File: config.mk
export PLATFORM = sky130hd
export DESIGN_NAME = mc_ctrl_fsm
export DESIGN_NICKNAME = d
export VERILOG_FILES = /design/src/rtl/mc_ctrl_fsm.sv
export SDC_FILE = /design/constraint.sdc
export NUM_CORES = 1
export LEC_CHECK = 0
export CAP_MARGIN = 10
export CORE_MARGIN = 5
export CORE_UTILIZATION = 33
export DETAILED_ROUTE_END_ITERATION = 16
export GPL_ROUTABILITY_DRIVEN = 0
export PLACE_DENSITY = 0.87
export SLEW_MARGIN = 20
export SYNTH_ARGS = -nofsm -noshare
export SYNTH_HDL_FRONTEND = slang
export SYNTH_SLANG_ARGS = --single-unit
File: constraint.sdc
create_clock -name clk -period 1.4 [get_ports clk]
set_clock_uncertainty 0.1 [all_clocks]
set_input_delay 0.14 -clock clk [delete_from_list [all_inputs] [get_ports clk]]
set_output_delay 0.14 -clock clk [all_outputs]
set_load 0.02 [all_outputs]
File: src/rtl/mc_ctrl_fsm.sv
// Multicycle MIPS control FSM with memory-ready waits, wait timeout and an illegal-opcode trap.
// Optional I-type ALU support (addi/andi/ori/slti) is enabled by defining MC_CTRL_IMM_ALU_EN.
module mc_ctrl_fsm #(
    parameter int MEM_TIMEOUT = 0,
    parameter int TO_W        = (MEM_TIMEOUT > 0) ? $clog2(MEM_TIMEOUT + 1) : 1
) (
    input  logic       clk,
    input  logic       rst_n,
    input  logic [5:0] op,
    input  logic       mem_ready,
    output logic       pc_wr,
    output logic       pc_wr_cond,
    output logic       br_ne,
    output logic       i_or_d,
    output logic       mem_rd,
    output logic       mem_wr,
    output logic       ir_wr,
    output logic       mem_to_reg,
    output logic       alu_src_a,
    output logic       reg_wr,
    output logic       reg_dst,
    output logic       ext_zero,
    output logic [1:0] pc_src,
    output logic [1:0] alu_op,
    output logic [1:0] alu_src_b,
    output logic [3:0] state,
    output logic       trap
);

    localparam logic [3:0] S_FETCH  = 4'd0;
    localparam logic [3:0] S_DECODE = 4'd1;
    localparam logic [3:0] S_MEMADR = 4'd2;
    localparam logic [3:0] S_MEMRD  = 4'd3;
    localparam logic [3:0] S_MEMWB  = 4'd4;
    localparam logic [3:0] S_MEMWR  = 4'd5;
    localparam logic [3:0] S_EXEC   = 4'd6;
    localparam logic [3:0] S_RTWB   = 4'd7;
    localparam logic [3:0] S_BEQ    = 4'd8;
    localparam logic [3:0] S_JUMP   = 4'd9;
    localparam logic [3:0] S_BNE    = 4'd10;
    localparam logic [3:0] S_IEXEC  = 4'd11;
    localparam logic [3:0] S_IWB    = 4'd12;
    localparam logic [3:0] S_TRAP   = 4'd13;

    localparam logic [5:0] OP_RTYPE = 6'b000000;
    localparam logic [5:0] OP_LW    = 6'b100011;
    localparam logic [5:0] OP_SW    = 6'b101011;
    localparam logic [5:0] OP_BEQ   = 6'b000100;
    localparam logic [5:0] OP_BNE   = 6'b000101;
    localparam logic [5:0] OP_J     = 6'b000010;
    localparam logic [5:0] OP_ADDI  = 6'b001000;
    localparam logic [5:0] OP_ANDI  = 6'b001100;
    localparam logic [5:0] OP_ORI   = 6'b001101;
    localparam logic [5:0] OP_SLTI  = 6'b001010;

    localparam logic [TO_W-1:0] CNT_LAST = TO_W'((MEM_TIMEOUT > 0) ? MEM_TIMEOUT - 1 : 0);

    logic [3:0]      state_q, state_d;
    logic [TO_W-1:0] cnt_q, cnt_d;
    logic            stall;

    always_comb begin
        state_d = state_q;
        stall   = 1'b0;
        case (state_q)
            S_FETCH:  if (mem_ready) state_d = S_DECODE; else stall = 1'b1;
            S_DECODE: begin
                case (op)
                    OP_RTYPE:      state_d = S_EXEC;
                    OP_LW, OP_SW:  state_d = S_MEMADR;
                    OP_BEQ:        state_d = S_BEQ;
                    OP_BNE:        state_d = S_BNE;
                    OP_J:          state_d = S_JUMP;
`ifdef MC_CTRL_IMM_ALU_EN
                    OP_ADDI, OP_ANDI, OP_ORI, OP_SLTI: state_d = S_IEXEC;
`endif
                    default:       state_d = S_TRAP;
                endcase
            end
            S_MEMADR: state_d = (op == OP_SW) ? S_MEMWR : S_MEMRD;
            S_MEMRD:  if (mem_ready) state_d = S_MEMWB; else stall = 1'b1;
            S_MEMWB:  state_d = S_FETCH;
            S_MEMWR:  if (mem_ready) state_d = S_FETCH; else stall = 1'b1;
            S_EXEC:   state_d = S_RTWB;
            S_RTWB:   state_d = S_FETCH;
            S_BEQ:    state_d = S_FETCH;
            S_BNE:    state_d = S_FETCH;
            S_JUMP:   state_d = S_FETCH;
`ifdef MC_CTRL_IMM_ALU_EN
            S_IEXEC:  state_d = S_IWB;
            S_IWB:    state_d = S_FETCH;
`endif
            default:  state_d = S_TRAP;
        endcase
        // The last allowed stall cycle traps unless mem_ready arrives in it (then stall is 0).
        if (MEM_TIMEOUT > 0 && stall && cnt_q == CNT_LAST) state_d = S_TRAP;
    end

    // Counter only advances while stalling, so any entry into a wait state starts from 0.
    assign cnt_d = stall ? cnt_q + 1'b1 : '0;

    always_ff @(posedge clk or negedge rst_n) begin
        if (!rst_n) begin
            state_q <= S_FETCH;
            cnt_q   <= '0;
        end else begin
            state_q <= state_d;
            cnt_q   <= cnt_d;
        end
    end

    always_comb begin
        pc_wr      = 1'b0;
        pc_wr_cond = 1'b0;
        br_ne      = 1'b0;
        i_or_d     = 1'b0;
        mem_rd     = 1'b0;
        mem_wr     = 1'b0;
        ir_wr      = 1'b0;
        mem_to_reg = 1'b0;
        alu_src_a  = 1'b0;
        reg_wr     = 1'b0;
        reg_dst    = 1'b0;
        ext_zero   = 1'b0;
        pc_src     = 2'b00;
        alu_op     = 2'b00;
        alu_src_b  = 2'b00;
        trap       = 1'b0;
        case (state_q)
            S_FETCH: begin
                mem_rd    = 1'b1;
                alu_src_b = 2'b01;
                ir_wr     = mem_ready;
                pc_wr     = mem_ready;
            end
            S_DECODE: alu_src_b = 2'b11;
            S_MEMADR: begin
                alu_src_a = 1'b1;
                alu_src_b = 2'b10;
            end
            S_MEMRD: begin
                mem_rd = 1'b1;
                i_or_d = 1'b1;
            end
            S_MEMWB: begin
                reg_wr     = 1'b1;
                mem_to_reg = 1'b1;
            end
            S_MEMWR: begin
                mem_wr = 1'b1;
                i_or_d = 1'b1;
            end
            S_EXEC: begin
                alu_src_a = 1'b1;
                alu_op    = 2'b10;
            end
            S_RTWB: begin
                reg_wr  = 1'b1;
                reg_dst = 1'b1;
            end
            S_BEQ, S_BNE: begin
                alu_src_a  = 1'b1;
                alu_op     = 2'b01;
                pc_wr_cond = 1'b1;
                pc_src     = 2'b01;
                br_ne      = (state_q == S_BNE);
            end
            S_JUMP: begin
                pc_wr  = 1'b1;
                pc_src = 2'b10;
            end
`ifdef MC_CTRL_IMM_ALU_EN
            S_IEXEC: begin
                alu_src_a = 1'b1;
                alu_src_b = 2'b10;
                alu_op    = 2'b11;
                ext_zero  = (op == OP_ANDI) || (op == OP_ORI);
            end
            S_IWB: begin
                reg_wr   = 1'b1;
                ext_zero = (op == OP_ANDI) || (op == OP_ORI);
            end
`endif
            S_TRAP:  trap = 1'b1;
            default: ;
        endcase
    end

    assign state = state_q;

endmodule

* Word-level counts from Yosys, hierarchy flattened *
Cells that the tools add are included.

word-level totals
  flip-flop bits (word level) = 4
  word-level logic and storage cells = 51
  output and inout bits = 23
  bits of input ports = 9

cells by class
  multiplexer cells = 21
  reductions and logical operators = 10
  equality and inequality tests = 19

operator list
  operator                                        number
  one-hot mux 4 bit (7 select lines)              1
  one-hot mux 4 bit (5 select lines)              1
  == test 4 x 3 -> 1 bit (second input constant)  4
  == test 4 bit (second input constant)           4
  == test 6 x 3 -> 1 bit (second input constant)  2
  == test 6 bit (second input constant)           2
  2-to-1 mux 4 bit                                3
  2-to-1 mux 1 bit                                11
  OR reduction 2 bit                              5
  == test 4 x 2 -> 1 bit (second input constant)  2
  one-hot mux 2 bit (2 select lines)              2
  == test 6 x 2 -> 1 bit (second input constant)  1
  zero test 6 bit                                 1
  != test 2 bit (second input constant)           3
  one-hot mux 2 bit (3 select lines)              1
  OR reduction 5 bit                              1
  == test 4 x 1 -> 1 bit (second input constant)  1
  zero test 4 bit                                 1
  OR reduction 4 bit                              1
  2-to-1 mux 3 bit                                1
  AND reduction 3 bit                             1
  one-hot mux 1 bit (2 select lines)              1

* Depth between registers and ports, before layout *
  depth in word-level cells = 4
  gate-level depth with buffers = 5

* Worst setup path after synthesis *
OpenSTA, ideal clock, no wires.

  path kind = register to output
  from = reg state_q[3] (netlist: state[3])
  to = out alu_op[1]
  arrival = 1.455 ns
  path buffers = 1
  path slack = -0.295 ns
  stages on the path, launching flop included = 4
  cells stage by stage = dfrtp_1 -> buf_2 -> nand2b_1 -> nor3b_1

on the way
  cells in the longest elaborated chain, start to end = 3
  elaborated cells between the ends (all ways) = 5
  those cells by class = 3 x eq/ne; 1 x mux; 1 x reduce/logical

ends and longest elaborated chain
  item                                  RTL line  RTL
  start: declaration                    58        logic [3:0] state_q, state_d;
  start signal: assignment              107       state_q <= state_d;
  == test 4 bit                         129       case (state_q)
  OR reduction 2 bit                    129
  one-hot mux 2 bit (2 select lines) *  129
  end: declaration                      24        output logic [1:0] alu_op,

Mark *: on every way between the ends. The rest lies on a longest branch, timed or not.

* Worst setup path in the final report *
  from = reg state_q[0] (netlist: state[0])
  to = out br_ne

on the way
  cells in the longest elaborated chain, start to end = 3
  elaborated cells between the ends (all ways) = 4
  those cells by class = 2 x eq/ne; 1 x mux; 1 x reduce/logical

ends and longest elaborated chain
  item                              RTL line  RTL
  == test 4 bit (on tied branches)  129, 166
  OR reduction 2 bit                129
  2-to-1 mux 1 bit *                129
  end: declaration                  13        output logic br_ne,

Marked as above.

==> flow_summary.ini <==
[final_layout]
fillers = 74
nets = 148
largest_register_ffs = 4
num_antenna_cells = 0
drive_above_1_share = 0.659
seqCellArea_sq_um = 105
multi_input_area_sq_um = 562
syn2layout_area_growth_pct = 148

[critical_path]
path_max_fanout = 6
cp_slowest_stage_delay_ns = 0.48
crit_arrival_ns = 1.38
crit_path_start_kind = flip-flop
path_buf_inv = 2
worst_setup_path_end_kind = output port
crit_chain = buf_4 > nor2_2 > and2_1 > buf_4
critPathTopFamily = flip-flops
critPathKind = reg -> out
crit_path_top_delay_cell = dfrtp_2
critPathMostFrequentCell = buf_4
cp.required_ns = 1.16

[pwr]
total_leakage_power_uw = 0.000573
power_per_cell_area_mw_per_mm2 = 2200
peakVddDrop_mv = 1.38
power_uw = 2920

[logic_synthesis]
synth_cells = 78
synth_nets = 87
yosysSeqAreaShare = 0.186
synth_cell_type_count = 35
yosysTopAreaCell = dfrtp_1
ys_warn_count = 0
avgSynthCellArea_sq_um = 6.88
synth_common_cells = nor2_1, nor3_1, o21ai_0, nand2b_1
synth_area_sq_um = 537
ys_ff_latch = 4
ys.flop_type = dfrtp_1
synthMostInstantiatedCell = nor2_1
synth-async-reset-ratio = 1.00
synth_edf_count = 0
synth.top_cell.area_share = 0.186
synth_area_leaders = dfrtp_1, nor2_1, nand2b_1

[clock_tree]
clock_path_buffers = 2
htree_levels = 1
cts_sinks = 4
clock_latency_ns = 0.26
cts_buffers = 3
clkTransAtPathRegs_ns = 0.05
cts_tree = done
cts-root-buf = clkbuf_4

[route]
first_pass_iters = 4
routedWlPerCell_microns = 17.8
drt_iter0_drc = 16
viasPerCell = 5.40
antenna_left = 0
vias = 831
wl_mm = 2.74
drc = 0

[floorplan]
die_h_microns = 50.3
die_area_sq_mm = 0.00253
core_area_sq_mm = 0.00152
rows = 14
ios = 32
die_w_microns = 50.3
initial_core_util = 0.352

[placed_design]
dp_hpwl_mm = 1.64
portBuffers = 30

[sta]
rsz0062_at_grt = yes
slew_violations = 0
finalCritPeriodShare = 1.16
period_needed_ns = 1.62
max_freq_mhz = 618
setup_tns_ns = -2.35
hold_viol_final = 0
hold_ws_ns = 0.531
setup_ws_ns = -0.219
finalSetupViolCount = 23

[grt]
antenna_found_initial = 0
grt_max_degree = 10
grt_pass1_wl_mm = 3.83
grt_pass1_vias = 796
track_usage = 0.199
overflow = 0

[outcome]
violations = negative setup slack
status = complete, but fails checks

[job]
maxCapViolations = 0

[hold_path]
hold_path.class = in -> async
-- routing by layer --
layer | GRT usage | vias to the layer above | wire, microns
met5 | 0 | - | 0
met4 | 0.0851 | 0 | 53
met3 | 0.0533 | 7 | 153
met2 | 0.377 | 27 | 1490
met1 | 0.200 | 399 | 1050
li1 | - | 398 | -
-- cells in the final DEF, fill, tap and decap left out, drive strengths merged, types with 2 or more instances in the layout --
| cell type | count |
|---|---|
| and2 | 2 |
| a31oi | 2 |
| nand3 | 2 |
| buf | 51 |
| clkbuf | 4 |
| nor2 | 14 |
| clkdlybuf4s15 | 3 |
| nor3 | 8 |
| clkdlybuf4s50 | 8 |
| o21ai | 6 |
| dfrtp | 4 |
| nand3b | 2 |
| nor3b | 2 |
| nand2 | 2 |
| nand2b | 6 |
| a21oi | 2 |
| nor2b | 2 |
-- kinds of logic after synthesis --
kind of cell	Yosys count	synth area share
and+or+nand+nor	46	0.490
buffers and inverters	8	0.0792
other	1	0.00699
AOI/OAI and AO/OA	17	0.205
xor gates and xnor gates	2	0.0326
DFF	4	0.186
-- worst register-to-register path: cells and delay by family (launching register included) --
family / cells / cell delay [ns]
flip-flops: 1 / 0.48
AO/OA/AOI/OAI: 2 / 0.42
buffers and inverters: 2 / 0.31
AND/OR/NAND/NOR: 1 / 0.12
-- through the flow --
stage	instances	setup WS (ns)	utilization	area [sq um]
6_report	154	-0.219	0.872	1330
5_1_grt	154	-0.265	0.872	1330
4_1_cts	151	-0.160	0.792	1210
3_5_place_dp	140	-0.390	0.694	1060
3_3_place_gp	140	-0.332	0.694	1060
2_1_floorplan	78	-0.0674	-	623
-- worst paths after layout --
kind,startpoint,end,slack (ns),depth (start not counted)
max,state[0]$_DFFE_PN0P_,br_ne,-0.22,4
max reg2reg,state[0]$_DFFE_PN0P_,state[2]$_DFFE_PN0P_,-0.15,5
max in group asynchronous,rst_n,state[3]$_DFFE_PN0P_,0.48,2
min in group clk,op[2],state[3]$_DFFE_PN0P_,0.58,4
min,rst_n,state[0]$_DFFE_PN0P_,0.53,2
min reg2reg,state[2]$_DFFE_PN0P_,state[2]$_DFFE_PN0P_,0.74,2
-- timing repair --
action / CTS / global route
endpoints found under the setup margin: 24 / 25
pin swaps: 7 / 8
hold endpoints to repair: 4 / 0
hold buffers: 1 / 0
gates resized for setup: 126 / 35
setup buffers: 6 / 3
gates cloned: 0 / 0
-- power by group --
group          internal (uW)  switching [uW]  leakage, uW
clock network            109            72.3    0.0000150
registers                169             136    0.0000461
logic                   1260            1180     0.000512
-- layout make-up --
cell class / count / share of cell area
Clock buffer: 4 / 0.0198
Inverter: 1 / 0.00471
Multi-Input combinational cell: 66 / 0.423
Sequential cell: 4 / 0.0791
Tap cell: 16 / 0.0151
Timing Repair Buffer: 63 / 0.459
(Power assumes the default switching activity.)
